==> src/rtl/serial_twos_negate_w.sv <==
// serial_twos_negate_w: LSB-first word-framed serial two's-complement negator with ovf/zero/framing flags
module serial_twos_negate_w #(
    parameter int WIDTH = 8
) (
    input  logic       t_clk,
    input  logic       r,
    input  logic       in_valid,
    input  logic       in_bit,
    input  logic       sof,
    input  logic [1:0] mode,
    input  logic       neg_en,
    output logic       out_valid,
    output logic       out_bit,
    output logic       out_last,
    output logic       ovf,
    output logic       zero,
    output logic       frm_err
);
    localparam int CW = $clog2(WIDTH);
    localparam logic [CW-1:0] LAST = CW'(WIDTH - 1);

    typedef enum logic [1:0] {IDLE, PASS, INVERT} state_t;

    state_t        r_state, w_state_nx;
    logic [CW-1:0] r_cnt, w_cnt, w_cnt_nx;
    logic          r_neg, w_neg, w_first, w_pass, w_last, w_bit;

    // word state advances only on valid bits; stalls hold everything
    always_ff @(posedge t_clk or posedge r) begin
        if (r) begin
            r_state <= IDLE;
            r_cnt   <= '0;
            r_neg   <= 1'b0;
        end else if (in_valid) begin
            r_state <= w_state_nx;
            r_cnt   <= w_cnt_nx;
            r_neg   <= w_neg;
        end
    end

    // bit 0 comes from IDLE or a sof; before the first 1 bit the output passes, after it inverts when negating
    always_comb begin
        w_first    = (r_state == IDLE) | sof;
        w_cnt      = w_first ? '0 : r_cnt;
        w_neg      = w_first ? ((mode == 2'b01) | ((mode == 2'b10) & neg_en)) : r_neg;
        w_pass     = w_first | (r_state == PASS);
        w_last     = (w_cnt == LAST);
        w_bit      = (w_neg & ~w_pass) ? ~in_bit : in_bit;
        w_cnt_nx   = w_last ? '0 : w_cnt + 1'b1;
        w_state_nx = w_last ? IDLE : ((w_pass & ~in_bit) ? PASS : INVERT);
    end

    // one-cycle registered output stage; a stall clears all outputs
    always_ff @(posedge t_clk or posedge r) begin
        if (r) begin
            out_valid <= 1'b0;
            out_bit   <= 1'b0;
            out_last  <= 1'b0;
            ovf       <= 1'b0;
            zero      <= 1'b0;
            frm_err   <= 1'b0;
        end else begin
            out_valid <= in_valid;
            out_bit   <= in_valid & w_bit;
            out_last  <= in_valid & w_last;
            ovf       <= in_valid & w_last & w_neg & w_pass & in_bit;
            zero      <= in_valid & w_last & w_pass & ~in_bit;
            frm_err   <= in_valid & sof & (r_state != IDLE);
        end
    end
endmodule

==> config.mk <==
export PLATFORM = sky130hd
export DESIGN_NAME = serial_twos_negate_w
export DESIGN_NICKNAME = d
export VERILOG_FILES = /design/src/rtl/serial_twos_negate_w.sv
export SDC_FILE = /design/constraint.sdc
export NUM_CORES = 1
export LEC_CHECK = 0
export ABC_AREA = 1
export CORE_AREA = 5 5 42 44
export CTS_CLUSTER_SIZE = 20
export DETAILED_ROUTE_END_ITERATION = 6
export DIE_AREA = 0 0 47 49
export DONT_BUFFER_PORTS = 1
export GPL_TIMING_DRIVEN = 1
export PLACE_DENSITY_LB_ADDON = 0.08
export SETUP_SLACK_MARGIN = 0.5
export SYNTH_ARGS = -nofsm -noshare
export SYNTH_HDL_FRONTEND = slang
export SYNTH_SLANG_ARGS = --single-unit
==> constraint.sdc <==
create_clock -name t_clk -period 4.2 [get_ports t_clk]
set_clock_uncertainty 0.15 [all_clocks]
set_input_delay 1.26 -clock t_clk [delete_from_list [all_inputs] [get_ports t_clk]]
set_output_delay 1.26 -clock t_clk [all_outputs]
set_load 0.005 [all_outputs]
==> summary.txt, run 1 <==
Synth
  – Cell taking the most area after synthesis: dfrtp_1
  – Post-synthesis average cell area: 8.57 um2
  – Top cells by area, synth: dfrtp_1, nand2_1, inv_1
  – Synth async-reset ratio: 100%
  – Dominant synthesized flop cell: dfrtp_1
  – Post-synth cell types: 15
  – Synthesized area: between 500 and 600 um2
  – Yosys top cell area share: 52.3%
  – Ys Warns: 0
  – Number of synthesized flops with an enable pin: 0
  – Mapped Cells: 67
  – Commonest cells post-synth: nand2_1, inv_1, dfrtp_1, nor2_1, nand3_1
  – Most numerous cell in the Yosys netlist: nand2_1
  – Seq/Total Area, Yosys: 52.3%
  – Syn nets: 77
  – Synthesized flop and latch total: 12

Routing
  – DRC: 0
  – Vias post-DR: 408
  – Drt pass-1 iters: 2
  – DR iter-0 viols: 5
  – Wire per inst: between 10 and 15 um
  – Post-route ant nets: 0
  – Final wirelength: ~1100 um
  – Vias per inst: 4.80

Worst setup path
  – WP data arrival: between 2000 and 2500 ps
  – Critical Path Start Type: primary input
  – Critical path peak fanout: 5
  – Worst setup EP type: flop
  – Critical Path RT: 4240 ps
  – Flop2flop setup slack: 2500 ps
  – Critical path class: primary input to flop

Global routing
  – Gr usage total: 11.3%
  – Total grt overflow: 0
  – Initial antenna violation count: 0
  – Vias in the first global route: 394
  – Largest net degree at the start of global routing: 13
  – Global-route wire length before repair: 1840 um

Placement
  – Gpl congestion: around 0.73
  – HPWL after DPL: 824 um
  – Pre-CTS WS: 1760 ps
  – Placed cells: slightly above 80
  – Port bufs: 0

Timing
  – Post-route setup TNS: 0 ps
  – PnR worst setup slack: 2040 ps
  – Highest clock rate: 462 MHz
  – Final period util: around half
  – Max-slew headroom: 69.2%
  – Slew @ Worst Pin: 461 ps
  – Setup violators final: 0
  – Hold WS: between 300 and 400 ps
  – Minimum clock period after layout: 2160 ps
  – RSZ-0062 raised after global routing: false
  – Max Slew Vio Count: 0
  – Hold Fails Final Rpt: 0

Flow run
  – Max_cap viols: 0

Floorplanning
  – Std-Cell Rows: 14
  – Area of the die: 2300 um2
  – Die width: 47 um
  – Top-Level Pins: 14
  – Die Y: 49 um
  – Core area: 1400 um2
  – Initial Utilization: 41.0%

Clock tree
  – Skew-Pair Late Insertion Delay: 270 ps
  – CTS hold repair buffers: 0
  – CTS root buffer: clkbuf_4
  – CTS tree: built
  – TritonCTS Sinks: 12
  – CTS clk-pin slew, worst paths: about 70 ps
  – Clk buf depth: 2
  – Num CTS Buffers: 3
  – # Post-CTS Setup Buffers: 0
  – CTS-repair resized insts: 0
  – H-tree depth: 1

Layout
  – Fraction of layout cells with a size suffix above 1: 14.5%
  – Multi-input logic area: between 200 and 250 um2
  – Final-stage net count: 81
  – Non-Filler Instances: 85
  – Fillers: approximately 160
  – Syn-to-layout area delta: 6.10%
  – Antenna Cells: 0
  – Register area: 300 um2

Min path
  – Worst Hold Class: flop to flop

Power and ir drop
  – Leak: approximately 0.33 nW
  – Worst VDD drop: 0.145 mV
  – PD cells: between 300 and 400 nW/um2

Run status
  – Status: complete, no violations
==> worst paths after layout <==
check	from	endpoint	depth (start not counted)
worst max-delay path	sof	r_cnt[0]	8
worst min-delay path	r_cnt[2]	r_cnt[2]	2
worst max register to register	r_state[0]	r_cnt[0]	7
worst min register to register	r_cnt[2]	r_cnt[2]	2
max in group asynchronous	r	zero	1
min in group asynchronous	r	out_last	1
==> sequential cells by signal (all words and copies together), names as in the netlist <==
signal,flops
zero,1
out_last,1
r_cnt,3
ovf,1
out_bit,1
frm_err,1
out_valid,1
r_state,2
r_neg,1
==> worst max-delay path, cell delays in order <==
cell and delay (ps):
inv_1 40, o21ai_2 110, nor2_1 70, ha_1 200, ha_1 230, nor2_2 140, o21ai_0 90, o21ai_0 70
==> layout make-up <==
cell class	count	area share, %
flip-flops and latches	12	49.3
multi-input cells	41	35.7
inverters	13	8.01
clock buffers	3	3.70
well taps	16	3.29
==> layout by cell type (no fill, tap or decap) <==
cell and count:
clkbuf_4 3, dfrtp_1 12, ha_1 2, inv_1 13, nand2_1 15, nand2_2 1
nand3_1 5, nand3_2 1, nand4_1 1, nor2_1 6, nor2_2 2, nor2_4 1
nor3_1 1, o21ai_0 4, o21ai_2 2
==> report_power, final <==
| group | leakage, nW | total (mW) | switching [mW] | internal, mW |
|---|---|---|---|---|
| Combinational | 0.166 | 0.0317 | 0.0210 | 0.0108 |
| Sequential | 0.155 | 0.131 | 0.00647 | 0.124 |
| Clock | 0.0138 | 0.0690 | 0.0359 | 0.0331 |
==> routing by layer <==
metal	track usage, %	vias up	routed length [um]
met4	5.53	0	0
met2	15.4	11	515
met5	0	-	0
met3	3.69	0	69
li1	-	210	-
met1	15.6	187	478
==> through the flow <==
step | cell area, um2 | util [%] | power, mW
after global routing | 609 | 43.5 | 0.243
after CTS | 609 | 43.5 | 0.235
final | 609 | 43.5 | 0.231
after global placement | 587 | 41.9 | 0.164
after floorplan | 574 | - | 0.159
after detailed placement | 587 | 41.9 | 0.165
==> cell families (layout without fill, tap and decap cells) <==
group | count (synthesis) | count (layout) | share of synthesized area (%)
flops | 12 | 12 | 52.3
simple gates | 33 | 33 | 27.0
fa+ha+maj | 2 | 2 | 4.36
buf+inv | 14 | 16 | 9.80
compound gates | 6 | 6 | 6.54
Power figures use the tool's default switching activity.
==> run 2: changes to the inputs <==
==> constraint.sdc (replaced) <==
create_clock -name t_clk -period 2.09 [get_ports t_clk]
set_clock_uncertainty 0.15 [all_clocks]
set_input_delay 0.627 -clock t_clk [delete_from_list [all_inputs] [get_ports t_clk]]
set_output_delay 0.627 -clock t_clk [all_outputs]
set_load 0.005 [all_outputs]
==> summary.txt, run 2 (synthesis results as in run 1) <==
Placement
  – HPWL after DPL: 784 um
  – Port bufs: 0
  – Gpl congestion: 0.709
  – Placed Area: 629 um2
  – Placed cells: 82
  – Pre-CTS WS: a little over 400 ps

Worst setup path
  – Flop2flop setup slack: 530 ps
  – WP data arrival: 1610 ps
  – R2r worst-path depth: 7
  – Critical Path RT: 2140 ps
  – Worst setup EP type: flop
  – Critical Path Start Type: flop
  – Critical path class: flop to flop
  – Critical path peak fanout: 5

Timing
  – Hold WS: 94.0 ps
  – Slew @ Worst Pin: approximately 470 ps
  – PnR worst setup slack: approximately 530 ps
  – Final period util: 74.6%
  – Highest clock rate: about 640 MHz
  – RSZ-0062 raised after global routing: true
  – Max Slew Vio Count: 0
  – Setup violators final: 0
  – Minimum clock period after layout: ~1600 ps
  – Max-slew headroom: approximately 69%
  – Hold Fails Final Rpt: 0
  – Post-route setup TNS: 0 ps

Power and ir drop
  – Power Total: 0.530 mW
  – Leak: 0.351 nW
  – Worst VDD drop: 0.461 mV
  – PD cells: 763 nW/um2

Clock tree
  – CTS hold repair buffers: 0
  – CTS clk-pin slew, worst paths: approximately 80 ps
  – Skew-Pair Late Insertion Delay: 270 ps
  – Clk buf depth: 2
  – H-tree depth: 1
  – TritonCTS Sinks: 12
  – Num CTS Buffers: 3
  – CTS root buffer: clkbuf_4
  – CTS tree: built

Routing
  – Vias per inst: 5.01
  – DR iter-0 viols: 18
  – Post-route ant nets: 0
  – DRC: 0
  – Drt pass-1 iters: 4
  – Wire per inst: around 12 um
  – Vias post-DR: ~450
  – Final wirelength: 1060 um

Layout
  – Final-stage net count: 84
  – Biggest regs: r_cnt (3), r_state (2)
  – Utilization after layout: 49.6%
  – Syn-to-layout area delta: 20.9%
  – Top reg by flops: r_cnt
  – Fraction of layout cells with a size suffix above 1: 28.8%
  – Non-Filler Instances: 89
  – Finished layout cell area: slightly below 700 um2
  – Max FFs per register: 3
  – Antenna Cells: 0
  – Most common cell after layout, fill and taps aside: nand2_1
  – Highest-count cells in the layout ignoring fill and taps: nand2_1, inv_1, dfrtp_1
  – Fillers: 143

Global routing
  – Largest net degree at the start of global routing: 13
  – Gr usage total: 10.9%
  – Total grt overflow: 0
  – Global-route wire length before repair: 1800 um
  – Initial antenna violation count: 0
  – Vias in the first global route: 409

Floorplanning
  – Std-Cell Rows: 14
  – Die Y: 49 um
  – Initial Utilization: 41.0%
  – Die width: between 40 and 50 um
  – Top-Level Pins: 14
  – Area of the die: 2300 um2
  – Core area: 1400 um2

Flow run
  – Max_cap viols: 0

Min path
  – Worst Hold Class: primary input to async pin

Run status
  – Status: complete, no violations
run 2: report_power, final:
group | switching (mW) | internal (mW)
clock | 0.0806 | 0.106
combinational | 0.0464 | 0.0331
sequential | 0.0135 | 0.250
total | 0.141 | 0.389
run 2: what timing repair did:
item,4_1_cts,5_1_grt
pin swaps,0,1
endpoints found under the setup margin,1,3
buffers inserted,0,3
resized for setup,1,2
run 2: worst max-delay path, stage by stage (launching register included):
cell	delay (ps)
dfrtp_2	440
o21ai_4	200
nor2_1	70
ha_2	200
ha_4	170
nor2_4	100
o21ai_0	80
o21ai_1	80
run 2: final timing paths:
kind	from	endpoint
hold / removal	r	out_valid
min in group t_clk	in_valid	out_valid
setup reg to reg	r_state[0]	r_cnt[0]
max in group asynchronous	r	r_state[0]
hold reg to reg	r_cnt[1]	r_cnt[1]
setup / recovery	r_state[0]	r_cnt[0]
run 2: layer usage:
layer	global-route usage (%)	vias to the layer above	share of wire, %	routed length [um]
li1	-	218	-	-
met1	14.8	209	42	448
met2	14.9	15	49	520
met3	3.69	4	7.1	75
met4	5.53	0	1.7	18
met5	0	-	0	0
run 2: area by class of cell:
class                      count  area [um2]  share of cell area (%)
tap                           16        20.0                    2.88
multi-input combinational     41         253                    36.4
clock buffer                   4        36.3                    5.23
timing repair buffer           3        22.5                    3.24
inverter                      13        61.3                    8.83
sequential                    12         302                    43.4
